<file path="src/rtl/theremin_pkg.sv">
// Shared types and 50 MHz timing constants for the theremin sensor path.
package theremin_pkg;

  typedef enum logic [2:0] {
    IDLE      = 3'd0,
    TRIG      = 3'd1,
    WAIT_RISE = 3'd2,
    MEASURE   = 3'd3,
    GAP       = 3'd4
  } scan_state_t;

  localparam int unsigned TRIG_CYCLES_50M    = 500;
  localparam int unsigned TIMEOUT_CYCLES_50M = 1_500_000;
  localparam int unsigned GAP_CYCLES_50M     = 3_000_000;

  // Round-trip echo cycles per centimetre at 50 MHz (343 m/s, halved path).
  localparam int unsigned cycles_to_cm = 2915;

endpackage

</file>
<file path="src/rtl/echo_sync.sv">
// Parameterized-width 2-FF synchronizer with synchronous active-high reset.
module echo_sync #(
  parameter int W = 2
) (
  input  logic         clk_i,
  input  logic         rst_i,
  input  logic [W-1:0] d_i,
  output logic [W-1:0] q_o
);

  logic [W-1:0] s1_q, s2_q;

  always_ff @(posedge clk_i) begin
    if (rst_i) begin
      s1_q <= '0;
      s2_q <= '0;
    end else begin
      s1_q <= d_i;
      s2_q <= s1_q;
    end
  end

  assign q_o = s2_q;

endmodule

</file>
<file path="src/rtl/ultrasonic_scan_ctrl.sv">
// Round-robin ultrasonic ping sequencer sharing one echo timer across sensors.
module ultrasonic_scan_ctrl
  import theremin_pkg::*;
#(
  parameter int NUM_SENSORS    = 2,
  parameter int TRIG_CYCLES    = TRIG_CYCLES_50M,
  parameter int TIMEOUT_CYCLES = TIMEOUT_CYCLES_50M,
  parameter int GAP_CYCLES     = GAP_CYCLES_50M,
  parameter int CNT_W          = 22,
  parameter int ID_W           = 1
) (
  input  logic                   CLOCK_50,
  input  logic                   reset,
  input  logic                   enable,
  input  logic [NUM_SENSORS-1:0] echo_in,
  output logic [NUM_SENSORS-1:0] trig_out,
  output logic [CNT_W-1:0]       dist_cycles,
  output logic [ID_W-1:0]        dist_id,
  output logic                   dist_valid,
  output logic                   dist_timeout,
  output logic                   busy
);

  scan_state_t state_q, state_d;
  logic [CNT_W-1:0]       tmr_q, tmr_d;
  logic [ID_W-1:0]        cur_q, cur_d;
  logic [NUM_SENSORS-1:0] echo_s, echo_prev_q;
  logic [NUM_SENSORS-1:0] trig_q, trig_d;
  logic [CNT_W-1:0]       dist_q, dist_d;
  logic [ID_W-1:0]        id_q, id_d;
  logic                   valid_q, valid_d, tmo_q, tmo_d;
  logic                   rise, fall;

  echo_sync #(.W(NUM_SENSORS)) u_sync (
    .clk_i (CLOCK_50),
    .rst_i (reset),
    .d_i   (echo_in),
    .q_o   (echo_s)
  );

  // Only the selected sensor's line is ever looked at.
  assign rise = echo_s[cur_q] & ~echo_prev_q[cur_q];
  assign fall = ~echo_s[cur_q] & echo_prev_q[cur_q];

  always_ff @(posedge CLOCK_50) begin
    if (reset) begin
      state_q     <= IDLE;
      tmr_q       <= '0;
      cur_q       <= '0;
      echo_prev_q <= '0;
      trig_q      <= '0;
      dist_q      <= '0;
      id_q        <= '0;
      valid_q     <= 1'b0;
      tmo_q       <= 1'b0;
    end else begin
      state_q     <= state_d;
      tmr_q       <= tmr_d;
      cur_q       <= cur_d;
      echo_prev_q <= echo_s;
      trig_q      <= trig_d;
      dist_q      <= dist_d;
      id_q        <= id_d;
      valid_q     <= valid_d;
      tmo_q       <= tmo_d;
    end
  end

  always_comb begin
    state_d = state_q;
    cur_d   = cur_q;
    tmr_d   = tmr_q + CNT_W'(1);
    unique case (state_q)
      IDLE:      if (enable) state_d = TRIG;
      TRIG:      if (tmr_q == CNT_W'(TRIG_CYCLES - 1)) state_d = WAIT_RISE;
      WAIT_RISE: if (rise) state_d = MEASURE;
                 else if (tmr_q == CNT_W'(TIMEOUT_CYCLES)) state_d = GAP;
      MEASURE:   if (fall || tmr_q == CNT_W'(TIMEOUT_CYCLES)) state_d = GAP;
      GAP: begin
        if (tmr_q == CNT_W'(GAP_CYCLES - 1)) begin
          state_d = IDLE;
          cur_d   = (cur_q == ID_W'(NUM_SENSORS - 1)) ? '0 : cur_q + ID_W'(1);
        end
      end
      default:   state_d = IDLE;
    endcase
    if (state_d != state_q || state_q == IDLE) tmr_d = '0;
  end

  // MEASURE is entered one cycle after the synchronized rise, so the
  // high width is tmr + 1 when the fall is seen.
  always_comb begin
    trig_d  = '0;
    dist_d  = dist_q;
    id_d    = id_q;
    valid_d = 1'b0;
    tmo_d   = tmo_q;
    if (state_d == TRIG) trig_d[cur_d] = 1'b1;
    if (state_q == WAIT_RISE && !rise && tmr_q == CNT_W'(TIMEOUT_CYCLES)) begin
      valid_d = 1'b1;
      dist_d  = CNT_W'(TIMEOUT_CYCLES);
      tmo_d   = 1'b1;
      id_d    = cur_q;
    end else if (state_q == MEASURE && fall) begin
      valid_d = 1'b1;
      dist_d  = tmr_q + CNT_W'(1);
      tmo_d   = 1'b0;
      id_d    = cur_q;
    end else if (state_q == MEASURE && tmr_q == CNT_W'(TIMEOUT_CYCLES)) begin
      valid_d = 1'b1;
      dist_d  = CNT_W'(TIMEOUT_CYCLES);
      tmo_d   = 1'b1;
      id_d    = cur_q;
    end
  end

  assign trig_out     = trig_q;
  assign dist_cycles  = dist_q;
  assign dist_id      = id_q;
  assign dist_valid   = valid_q;
  assign dist_timeout = tmo_q;
  assign busy         = (state_q != IDLE);

endmodule

</file>
<file path="config.mk">
export PLATFORM = sky130hd
export DESIGN_NAME = ultrasonic_scan_ctrl
export DESIGN_NICKNAME = d
export VERILOG_FILES = /design/src/rtl/theremin_pkg.sv /design/src/rtl/echo_sync.sv /design/src/rtl/ultrasonic_scan_ctrl.sv
export SDC_FILE = /design/constraint.sdc
export NUM_CORES = 1
export LEC_CHECK = 0
export BUFFER_PORTS_ARGS = -buffer_cell sky130_fd_sc_hd__buf_4
export CORE_MARGIN = 2
export CORE_UTILIZATION = 50
export CTS_CLUSTER_DIAMETER = 150
export DETAILED_ROUTE_END_ITERATION = 10
export PLACE_DENSITY_LB_ADDON = 0.15
export SLEW_MARGIN = 40
export SYNTH_ARGS = -nofsm -noshare
export SYNTH_HDL_FRONTEND = slang
export SYNTH_HIERARCHICAL = 1
export SYNTH_SLANG_ARGS = --single-unit
</file>
<file path="constraint.sdc">
create_clock -name CLOCK_50 -period 2.6 [get_ports CLOCK_50]
set_clock_uncertainty 0.2 [all_clocks]
set_input_delay 0.13 -clock CLOCK_50 [delete_from_list [all_inputs] [get_ports CLOCK_50]]
set_output_delay 0.13 -clock CLOCK_50 [all_outputs]
set_load 0.005 [all_outputs]
</file>
==> impl_metrics.csv, run 1 <==
group,metric,value,unit
pwr,power_density,555,nW/µm²
clock_network,cts.path.max_buffers,2,
timing,fin_setup_tns,0,ns
timing,fin_hold_ws,0.121,ns
finish,fin_cells,410,
yosys,ys_types,52,
timing,rsz0062_at_grt,"no",
grt,grt_pass1_vias,2140,
floorplanning,start_util,52.4,%
route,ant_nets,0,
yosys,ys_seq_area_share,43.9,%
critical_path,path_max_fanout,16,
timing,tightest_slew,0.702,ns
placed_design,hpwl,4550,µm
floorplanning,io_pins,33,
route,viasPerCell,5.65,
route,drt_iter0_markers,146,
finish,diodes,0,
grt,overflow,0,
clock_network,cts_hold_buf,5,
critical_path,path_class,"reg2reg",
yosys,synth_top_cell_area_share,43.9,%
grt,antenna_found_initial,0,
timing,setup_ws,0.177,ns
yosys,ys_warn_count,6,
timing,drv_slew,0,
placed_design,pre_cts_slack,0.210,ns
floorplanning,num_rows,26,
yosys,synthSimpleGateAreaFrac,27.8,%
finish,drive_gt1_share,22.9,%
yosys,syn_area,2690,µm²
pwr,ir_worst_vdd,416,µV
yosys,synthAdderAreaFrac,0.929,%
yosys,ys.flop_type,"dfxtp_1",
yosys,synth-xor-area-share,6.51,%
worst_hold_path,worstHoldPathType,"in2reg",
yosys,synth_top_family_by_area,"simple AND/OR/NAND/NOR gates",
finish,final_nets,344,
timing,fin_crit,2.42,ns
yosys,synthArstFlopShare,0,%
yosys,synth-compound-area-share,15.8,%
route,drt_wl_total,6300,µm
finish,fill_cells,457,
timing,fmax,413,MHz
yosys,postSynthCellCount,291,
clock_network,clock-root-buffer,"clkbuf_8",
run,drv_cap,0,
placed_design,io_buffers,32,
critical_path,endpoint_kind,"flip-flop",
yosys,synth_nets,298,
placed_design,dp.cells,391,
clock_network,cts-resized-gates,0,
yosys,synth.area.top_cells,"dfxtp_1 (44%), xnor2_1 (4.6%), nor3_1 (3.2%), nand2_1 (3.1%), a21oi_1 (3.0%)",
route,routedWlPerCell,15.4,µm
finish,area_growth,22.3,%
yosys,yosys.area.top_type,"dfxtp_1",
route,firstDrtPassIters,4,
floorplanning,fp.dieH,77.4,µm
route,vias,2315,
yosys,synth.avg_cell_area,9.25,µm²
yosys,synth-seq-cells,59,
yosys,synthMuxAreaShare,0.372,%
timing,hold_viol,0,
clock_network,clkLatencyLatePin,0.35,ns
clock_network,cts_buffers,9,
clock_network,cts_tree,"yes",
clock_network,post_cts_buffers,0,
grt,grt.total_usage,22.6,%
placed_design,routabilityCongestion,0.912,
grt,grt_pass1_wl,10500,µm
clock_network,htreeDepth,3,
clock_network,path_clk_slew,0.07,ns
pwr,leakagePower,1.22,nW
route,drc,0,
clock_network,cts_sinks,59,
floorplanning,dieArea,5990,µm²
floorplanning,chipWidth,77.4,µm
grt,grt_max_degree,26,
yosys,synth-edff-count,0,
timing,maxSlewHeadroom,53.2,%
floorplanning,coreArea,5140,µm²
timing,period_share,93.2,%
critical_path,crit_arrival,2.46,ns
pwr,power.total,1.83,mW
timing,setup_viol,0,
critical_path,cp.required,2.64,ns
critical_path,critPathLaunchType,"flip-flop",
outcome,status,"finished, final reports clean",
==> logic make-up after synthesis <==
kind of cell / Yosys count
adders and majority gates: 2
buffers and inverters: 29
AOI/OAI and AO/OA: 58
muxes: 1
DFF: 59
xor gates and xnor gates: 20
and+or+nand+nor: 122
==> metrics by stage <==
step | utilization (%) | cell area [µm²]
2_1_floorplan | - | 2690
3_3_place_gp | 59.2 | 3040
3_5_place_dp | 59.2 | 3040
4_1_cts | 64.1 | 3290
5_1_grt | 64.1 | 3290
6_report | 64.1 | 3290
==> flip-flops by register name, indices dropped and copies added, names as in the netlist, 2 cells and up <==
signal,flops
u_sync/s1_q,2
u_sync/q_o,2
echo_prev_q,2
trig_out,2
dist_cycles,22
tmr_q,22
state_q,3
==> cells in the mapped netlist (3+ instances only) <==
cell      count
inv_1        14
a221oi_2      5
nor4_1        9
a21oi_1      16
nand3_1       6
nand4_1       6
dfxtp_1      59
nor2_1       13
xnor2_1      14
a31oi_1       3
nor3_1       17
nor4bb_1      3
xor2_1        6
nor4b_1       3
and3_1        6
o21ai_0      13
nand2_1      22
buf_2         6
nand3b_1      7
o21a_1        7
nor3b_1       6
nor2b_1       6
clkbuf_1      7
==> critical path, stage by stage, from the launching register on <==
cell and delay [ns]:
dfxtp_1 0.37, and3_1 0.25, and3_1 0.23, a21oi_2 0.60, o22a_2 0.40, nor4bb_1 0.26
==> metal layers <==
metal	GRT usage, %	share of wire [%]	up-vias
met2	35.1	46	67
met1	28.9	46	1091
met4	12.5	2.3	0
met5	0	0	-
met3	5.58	5.7	13
li1	-	-	1144
==> report_power, final <==
group / leakage, nW / internal (mW) / total (mW) / switching (mW)
clock network: 0.104 / 0.508 / 0.851 / 0.342
logic: 0.639 / 0.0267 / 0.0599 / 0.0332
registers: 0.477 / 0.912 / 0.918 / 0.00606
==> cell usage in the layout (no fill, tap or decap), types with 9 or more instances in the layout <==
cell,n
nor3_1,17
nand2_1,22
xnor2_1,14
o21ai_0,13
buf_4,45
a21oi_1,16
clkbuf_8,12
inv_1,14
nor4_1,9
dfxtp_1,59
nor2_1,13
==> final timing paths <==
kind	slack [ns]	cells after the start	start	to
setup / recovery	0.18	5	tmr_q[5]	tmr_q[2]
hold / removal	0.12	5	enable	state_q[0]
setup reg to reg	0.18	5	tmr_q[5]	tmr_q[2]
hold reg to reg	0.24	1	u_sync/s1_q[0]	u_sync/q_o[0]
==> cell type report <==
cell class,instances,area (µm²),area share (%)
well taps,70,87.6,2.66
clock inverters,2,35.0,1.06
clock buffers,12,165,5.02
multi-input cells,203,1380,42.0
inverters,14,52.6,1.60
flip-flops and latches,59,1180,35.9
repair buffers,50,388,11.8
Note: power is estimated with default switching activity, not from simulation.
==> run 2: changes to the inputs <==
Settings changed: REMOVE_ABC_BUFFERS set to 1.
==> impl_metrics.csv, run 2 (synthesis gave the netlist of run 1 again) <==
group,metric,value,unit
clock_network,path_clk_slew,0.06,ns
pwr,ir_worst_vdd,433,µV
finish,fill_cells,474,
route,ant_nets,0,
pwr,power_density,548,nW/µm²
critical_path,crit_arrival,2.50,ns
critical_path,rr_endpoint,"dist_id",
finish,design_area,3290,µm²
floorplanning,dieArea,5990,µm²
grt,grt_pass1_vias,2070,
timing,fin_hold_ws,0.102,ns
timing,fmax,411,MHz
clock_network,cts.path.max_buffers,2,
clock_network,clkLatencyLatePin,0.33,ns
pwr,swShare,22.1,%
finish,drive_gt1_share,22.6,%
clock_network,cts_sinks,59,
critical_path,path_class,"reg2reg",
placed_design,routabilityCongestion,0.916,
timing,rsz0062_at_grt,"no",
pwr,internal_power,1.40,mW
timing,fin_crit,2.43,ns
worst_hold_path,worstHoldPathType,"in2reg",
timing,hold_viol,0,
pwr,seq_power_share,51.0,%
critical_path,cp_slowest_cell,"nor4_4",
critical_path,path_max_fanout,19,
timing,setup_ws,0.170,ns
critical_path,worstPathCellList,"inv_1, ha_1, nand4_1, nor4_4, nand4_2, o22ai_4, buf_4, mux2i_1",
pwr,power.total,1.80,mW
floorplanning,start_util,52.4,%
outcome,status,"finished, final reports clean",
finish,final_nets,342,
route,viasPerCell,5.52,
clock_network,post_cts_buffers,0,
pwr,switching_power,399,µW
timing,maxSlewHeadroom,71.5,%
timing,tightest_slew,0.423,ns
floorplanning,num_rows,26,
timing,setup_viol,0,
timing,drv_slew,0,
critical_path,max_stage_delay,0.43,ns
clock_network,cts_buffers,9,
clock_network,cts_tree,"yes",
clock_network,htreeDepth,3,
worst_hold_path,hold_depth,5,
finish,area_growth,22.1,%
worst_hold_path,min_from,"enable",
timing,period_share,93.5,%
grt,antenna_found_initial,0,
route,firstDrtPassIters,4,
worst_hold_path,whs_endpoint,"state_q[0]",
critical_path,r2r_slack,0.17,ns
grt,grt_pass1_wl,10200,µm
placed_design,pre_cts_slack,0.213,ns
pwr,leakagePower,1.21,nW
grt,overflow,0,
grt,grt.total_usage,21.7,%
route,routedWlPerCell,14.7,µm
placed_design,postPlaceCellArea,3030,µm²
critical_path,ff2ff_path_depth,8,
pwr,clkPwrFrac,45.6,%
route,drt_iter0_markers,120,
critical_path,reg2reg_from,"tmr_q[0]",
timing,fin_setup_tns,0,ns
run,drv_cap,0,
finish,layout.cells.most_common_list,"dfxtp_1 (59), buf_4 (43), nand2_1 (22)",
route,vias,2265,
route,drc,0,
floorplanning,chipWidth,77.4,µm
critical_path,cp.required,2.67,ns
critical_path,endpoint_kind,"flip-flop",
critical_path,critPathLaunchType,"flip-flop",
floorplanning,io_pins,33,
placed_design,hpwl,4310,µm
route,drt_wl_total,6040,µm
floorplanning,fp.dieH,77.4,µm
clock_network,clock-root-buffer,"clkbuf_8",
finish,diodes,0,
floorplanning,coreArea,5140,µm²
pwr,comb_power_share,3.4,%
grt,grt_max_degree,26,
placed_design,io_buffers,32,
finish,layout_commonest_cell,"dfxtp_1",
[run 2: changes by cell type in the layout (fill, tap and decap cells not counted)]
cell and change:
o31ai_2 -1, buf_4 -2, clkbuf_8 -2, a21oi_2 -1, o31ai_4 +1, a21oi_4 +1
clkbuf_1 +1, clkinvlp_4 +1, clkinv_2 +2
[run 2: what timing repair did]
item,CTS,global route
setup endpoints to repair,0,2
hold endpoints to repair,13,0
hold buffers,5,0
resized for setup,0,2
[run 2: power groups by stage]
stage          registers (mW)  logic, mW  clock network (mW)
2_1_floorplan           0.937     0.0276                   0
3_3_place_gp            0.938     0.0536                   0
3_5_place_dp            0.938     0.0552                   0
4_1_cts                 0.918     0.0612               0.840
5_1_grt                 0.919     0.0685               0.886
6_report                0.918     0.0619               0.821
[run 2: worst max-delay path: cells and delay by family, from the launching register on]
| family | cells | cell delay, ns |
|---|---|---|
| and+or+nand+nor | 3 | 0.84 |
| buffers and inverters | 2 | 0.38 |
| DFF | 1 | 0.35 |
| AOI/OAI and AO/OA | 1 | 0.23 |
| muxes | 1 | 0.20 |
| adders and majority gates | 1 | 0.17 |
[run 2: worst max path at each step]
stage	start	to	slack [ns]	cells after the start
final	tmr_q[0]	dist_id	0.17	8
after global routing	tmr_q[0]	dist_id	0.04	8
after CTS	tmr_q[0]	tmr_q[5]	0.13	8
after detailed placement	tmr_q[0]	dist_cycles[1]	0.21	8
after global placement	tmr_q[0]	dist_cycles[0]	0.31	8
after floorplan	tmr_q[0]	tmr_q[2]	0.05	6
[run 2: per-layer routing]
layer | track usage, % | vias to the layer above | share of wire (%)
li1 | - | 1145 | -
met4 | 9.11 | 0 | 1.2
met3 | 4.19 | 8 | 3.8
met1 | 29.1 | 1063 | 49
met2 | 34.3 | 49 | 46
met5 | 0 | - | 0
[run 2: cell type report]
type	instances	area [µm²]	share of cell area (%)
clock buffer	11	141	4.30
clock inverter	5	52.6	1.60
inverter	14	52.6	1.60
multi-input combinational	203	1400	42.6
sequential	59	1180	35.9
tap	70	87.6	2.66
timing repair buffer	48	373	11.3
[run 2: stage by stage]
stage	utilization, %	cells
floorplan	-	276
global placement	58.9	389
global route	64.0	410
finish	64.0	410
CTS	63.7	410
detailed placement	58.9	389
